==> src/rtl/xor_env_mealy_driver.sv <==
// Initiator for the dual-rail xor Mealy network: drives operand rails, waits for the
// e_out pulse, holds a spacer, then offers the result. Define XOR_ENV_CHECK_EN for the result checker.
//
// state    | meaning
// IDLE     | ready for an operand pair; all rails 0
// WAIT_OUT | rails driven, waiting for e_out_P/e_out_M or timeout
// SPACER   | all rails 0 for SPACER_CYCLES cycles
// RESP     | response offered until rsp_ready
module xor_env_mealy_driver #(
  parameter int TIMEOUT_CYCLES = 16,
  parameter int SPACER_CYCLES  = 2
) (
  input  logic clk,
  input  logic reset,
  input  logic req_valid,
  input  logic req_a,
  input  logic req_b,
  output logic req_ready,
  output logic a_P_,
  output logic a_M_,
  output logic b_P_,
  output logic b_M_,
  input  logic e_out_P,
  input  logic e_out_M,
  output logic rsp_valid,
  input  logic rsp_ready,
  output logic rsp_e,
  output logic rsp_err,
  output logic rsp_timeout
);

  localparam int MAX_CNT = (TIMEOUT_CYCLES > SPACER_CYCLES) ? TIMEOUT_CYCLES : SPACER_CYCLES;
  localparam int CNT_W   = $clog2(MAX_CNT + 1);
  localparam logic [CNT_W-1:0] TO_LAST = CNT_W'(TIMEOUT_CYCLES - 1);
  localparam logic [CNT_W-1:0] SP_LAST = CNT_W'(SPACER_CYCLES - 1);

  typedef enum logic [1:0] {IDLE, WAIT_OUT, SPACER, RESP} state_t;

  state_t           state_q, state_d;
  logic [CNT_W-1:0] cnt_q, cnt_d;
  logic [3:0]       rails_q, rails_d;
  logic             rsp_e_q, rsp_e_d;
  logic             rsp_err_q, rsp_err_d;
  logic             rsp_timeout_q, rsp_timeout_d;
  logic             pulse;

  assign pulse = e_out_P | e_out_M;

  always_comb begin
    state_d       = state_q;
    rails_d       = rails_q;
    rsp_e_d       = rsp_e_q;
    rsp_err_d     = rsp_err_q;
    rsp_timeout_d = rsp_timeout_q;
    cnt_d         = (cnt_q == '1) ? cnt_q : cnt_q + 1'b1;

    case (state_q)
      IDLE: begin
        if (req_valid) begin
          rails_d = {req_a, ~req_a, req_b, ~req_b};
          state_d = WAIT_OUT;
        end
      end
      WAIT_OUT: begin
        // A pulse on the final count still counts as an answer, not a timeout.
        if (pulse) begin
          rsp_e_d       = e_out_P;
          rsp_timeout_d = 1'b0;
`ifdef XOR_ENV_CHECK_EN
          rsp_err_d     = (e_out_P & e_out_M) | (e_out_P != (rails_q[3] ^ rails_q[1]));
`else
          rsp_err_d     = 1'b0;
`endif
          rails_d       = '0;
          state_d       = SPACER;
        end else if (cnt_q == TO_LAST) begin
          rsp_e_d       = 1'b0;
          rsp_timeout_d = 1'b1;
          rsp_err_d     = 1'b1;
          rails_d       = '0;
          state_d       = SPACER;
        end
      end
      SPACER: begin
`ifdef XOR_ENV_CHECK_EN
        if (pulse) rsp_err_d = 1'b1;
`endif
        if (cnt_q == SP_LAST) state_d = RESP;
      end
      RESP: begin
        if (rsp_ready) begin
          rsp_err_d     = 1'b0;
          rsp_timeout_d = 1'b0;
          state_d       = IDLE;
        end
      end
      default: state_d = IDLE;
    endcase

    if (state_d != state_q) cnt_d = '0;
  end

  always_ff @(posedge clk) begin
    if (reset) begin
      state_q       <= IDLE;
      cnt_q         <= '0;
      rails_q       <= '0;
      rsp_e_q       <= 1'b0;
      rsp_err_q     <= 1'b0;
      rsp_timeout_q <= 1'b0;
    end else begin
      state_q       <= state_d;
      cnt_q         <= cnt_d;
      rails_q       <= rails_d;
      rsp_e_q       <= rsp_e_d;
      rsp_err_q     <= rsp_err_d;
      rsp_timeout_q <= rsp_timeout_d;
    end
  end

  assign req_ready   = (state_q == IDLE) & ~reset;
  assign rsp_valid   = (state_q == RESP);
  assign {a_P_, a_M_, b_P_, b_M_} = rails_q;
  assign rsp_e       = rsp_e_q;
  assign rsp_err     = rsp_err_q;
  assign rsp_timeout = rsp_timeout_q;

endmodule

==> config.mk <==
export PLATFORM = sky130hd
export DESIGN_NAME = xor_env_mealy_driver
export DESIGN_NICKNAME = d
export VERILOG_FILES = /design/src/rtl/xor_env_mealy_driver.sv
export SDC_FILE = /design/constraint.sdc
export NUM_CORES = 1
export LEC_CHECK = 0
export ABC_CLOCK_PERIOD_IN_PS = 4200
export CORE_MARGIN = 2
export CORE_UTILIZATION = 30
export CTS_CLUSTER_DIAMETER = 30
export DETAILED_ROUTE_END_ITERATION = 10
export GPL_TIMING_DRIVEN = 0
export PLACE_DENSITY = 0.49
export SLEW_MARGIN = 20
export SYNTH_ARGS = -nofsm -noshare
export SYNTH_HDL_FRONTEND = slang
export SYNTH_SLANG_ARGS = --single-unit
==> constraint.sdc <==
create_clock -name clk -period 4.2 [get_ports clk]
set_clock_uncertainty 0.1 [all_clocks]
set_input_delay 0.84 -clock clk [delete_from_list [all_inputs] [get_ports clk]]
set_output_delay 0.84 -clock clk [all_outputs]
set_load 0.02 [all_outputs]
==> summary.md <==
| Metric | Value |
|---|---|
| Post-Syn Area per Cell | `8.964 sq um` |
| Core Region | `0.002212 sq mm` |
| Postcts setup bufs | `0` |
| GPL Wtd Cong | `0.6830` |
| PwrDens | `341.7 mW/mm^2` |
| Largest net degree at the start of global routing | `11` |
| Number of global-route vias before repair | `586` |
| Unique cell type count in the Yosys netlist | `31` |
| Final #Nets | `111` |
| LEAKAGE | `0.0003437 uW` |
| CTS tree | `built` |
| Slew HR | `46.34%` |
| Setup TNS | `0 ns` |
| DR vias | `639` |
| Critical path origin | `reset` |
| H-tree depth | `1` |
| Net Sw Frac | `31.37%` |
| RSZ-0062 raised after global routing | `false` |
| Port Buffer Count | `15` |
| Slowest stage delay, CP | `0.63 ns` |
| I/O Pins | `17` |
| Class of the worst hold path | `reg2reg` |
| Mapped Cells | `79` |
| Synth top area share | `36.75%` |
| Setup crit end kind | `output port` |
| Synthesis Warnings | `0` |
| Final Slew Violations | `0` |
| Net Switching | `98.71 uW` |
| Vias/cell | `5.071` |
| Combinational fraction of design power | `30.0%` |
| Tcrit/Tclk final | `67.07%` |
| Layout cells sized above 1 | `10.20%` |
| Critical-path cell list | `clkbuf_1, nor3_1, clkdlybuf4s50_1` |
| CP Buf/Inv Count | `2` |
| Reg clk slew, reported paths | `0.09 ns` |
| Root Buffer | `clkbuf_4` |
| Number of CTS-inserted buffers | `3` |
| R2r setup slk | `1.95 ns` |
| Top post-synthesis cells by area | `dfxtp_1, ha_1, a21oi_1` |
| Placed Cells | `122` |
| Slowest-stage cell, CP | `clkdlybuf4s50_1` |
| Die Span Y | `52.59 um` |
| WL per Instance | `12.54 um` |
| GRT Residual Overflow | `0` |
| DRT Pass-1 Iters | `4` |
| Post-DP HPWL | `1211 um` |
| DRT iter0 DRCs | `7` |
| Worst-Skew Late Latency | `0.27 ns` |
| Synthesized flop and latch total | `13` |
| Clock Power Share | `25.1%` |
| CP Launch Type | `input port` |
| Syn_nets | `91` |
| CP top delay family | `buffers and inverters` |
| Width of the die | `52.59 um` |
| Mapped Area | `708.2 sq um` |
| Tmin final | `2.817 ns` |
| Termination of the worst setup path | `req_ready` |
| Sequential share of the synthesized area | `36.75%` |
| Reg2Reg Launch Point | `cnt_q[0]` |
| Clock buffer depth | `2` |
| Worst EP arrival | `1.88 ns` |
| Max Cap Viol | `0` |
| Drc violations | `0` |
| Initial antenna violation count | `0` |
| First-pass GRT wire length | `2559 um` |
| Area Growth Syn to Fin | `30.04%` |
| WS Path Type | `in2out` |
| Final WL | `1580 um` |
| Initial Utilization | `32.01%` |
| Antenna Cells | `0` |
| Outcome | `finished clean` |
| Cell count of the worst reg-to-reg path | `6` |
| # setup viols final | `0` |
| Filler instances | `243` |
| Worst Tran Pin Value | `0.7937 ns` |
| Logic depth of the worst setup path including buffers | `3` |
| Final Hold Fails | `0` |
| Row count | `17` |
| Antenna Nets Post-Route | `0` |
| Fmax | `355.0 MHz` |
| All-Layer GR Usage | `13.36%` |
| Internal power | `215.9 uW` |
| Peak supply drop | `0.0002855 V` |
| Final non-filler cell total | `126` |
| Sequential share of power | `45.0%` |
| Critical Path RT | `3.26 ns` |
| Resize count post-CTS | `0` |
| Critical path fanouts, max | `10` |
| Num Clock Sinks | `13` |
| Area of the die | `0.002765 sq mm` |
| RR Endpoint | `rails_q[2]` |
| Hold_buf cts | `0` |
| Synth area leader | `dfxtp_1` |
-- power by group through the flow --
stage | logic, uW | clock network [uW] | registers (uW)
floorplan | 56.9 | 0 | 149
global placement | 95.5 | 0 | 144
detailed placement | 95.1 | 0 | 145
CTS | 95.5 | 82.7 | 142
global route | 104 | 90.4 | 143
finish | 94.3 | 78.9 | 141
-- registers in the layout, summed over array words and instances, names as in the netlist --
signal	flops
cnt_q	5
rails_q	4
rsp_e	1
rsp_timeout	1
state_q	2
-- how the worst min path moves through the flow --
stage	cells past startpoint	endpoint	startpoint
floorplan	2	cnt_q[3]	cnt_q[3]
global placement	2	rails_q[1]	rails_q[1]
detailed placement	2	rails_q[2]	rails_q[2]
CTS	2	rails_q[2]	rails_q[2]
global route	2	rails_q[3]	rails_q[3]
finish	2	rails_q[2]	rails_q[2]
-- cell usage in the layout (no fill, tap or decap), drive strengths merged --
master,n
clkdlybuf4s50,15
dfxtp,13
nor3,8
a21oi,8
nor2,6
o21ai,5
ha,4
clkbuf,4
buf,4
nand2,3
inv,2
nor4b,2
or2b,2
o2bb2ai,2
xor2,2
or4b,2
or4,2
and2,1
and3,1
and2b,1
a211oi,1
nor3b,1
a311o,1
nand4b,1
nor2b,1
xnor2,1
a2bb2oi,1
o21bai,1
nand3b,1
a2111oi,1
clkinv,1
-- synthesized netlist by cell type --
library cell  number
a2111oi_0          1
a2bb2oi_1          1
a21oi_1            8
nor3b_1            1
nor3_1             8
a211oi_1           1
nand3b_1           1
and2b_2            1
or4_1              2
buf_6              1
or2b_1             2
inv_1              2
xor2_1             2
or4b_1             2
xnor2_1            1
nand2_1            3
buf_8              1
buf_4              2
dfxtp_1           13
o21bai_1           1
and2_2             1
o2bb2ai_1          2
nor2_1             6
nor2b_1            1
a311o_1            1
nor4b_1            2
o21ai_0            5
ha_1               4
and3_1             1
nand4b_1           1
clkbuf_1           1
-- routing by layer --
metal | track usage, % | wire length [um] | vias to the layer above | share of wire, %
met5 | 0 | 0 | - | 0
met1 | 16.29 | 766 | 297 | 48
met3 | 3.429 | 62 | 4 | 3.9
li1 | - | - | 327 | -
met2 | 21.04 | 712 | 11 | 45
met4 | 7.692 | 38 | 0 | 2.4
-- worst reg2reg max path, stage by stage (launching register included) --
cell and delay, ns:
dfxtp_1 0.35, ha_1 0.22, and3_1 0.20, ha_1 0.22
nor4b_1 0.73, o21ai_0 0.20, a21oi_1 0.16
-- cell type report --
class,instances,area [sq um],share of cell area (%)
plain buffers,5,45.04,4.891
clock buffers,3,22.52,2.446
clock inverters,1,5.005,0.5435
inverters,2,7.507,0.8152
multi-input cells,59,395.4,42.93
flip-flops and latches,13,260.3,28.26
well taps,28,35.03,3.804
repair buffers,15,150.1,16.30
-- stage by stage --
step	instance area [sq um]	util (%)	setup WS, ns	hold slack, ns	total power [uW]
2_1_floorplan	708.2	-	1.776	0.4380	205.9
3_3_place_gp	893.4	40.38	1.374	0.3619	239.8
3_5_place_dp	893.4	40.38	1.372	0.3763	239.7
4_1_cts	920.9	41.63	1.370	0.3873	319.8
5_1_grt	920.9	41.63	1.318	0.4111	337.2
6_report	920.9	41.63	1.383	0.3838	314.6
-- logic make-up after synthesis --
family / after synthesis / synth area share [%]
AOI/OAI and AO/OA: 20 / 17.67
xor gates and xnor gates: 3 / 3.711
adders and majority gates: 4 / 7.067
buffers and inverters: 7 / 7.419
DFF: 13 / 36.75
and+or+nand+nor: 32 / 27.39
Note: power is estimated with default switching activity, not from simulation.
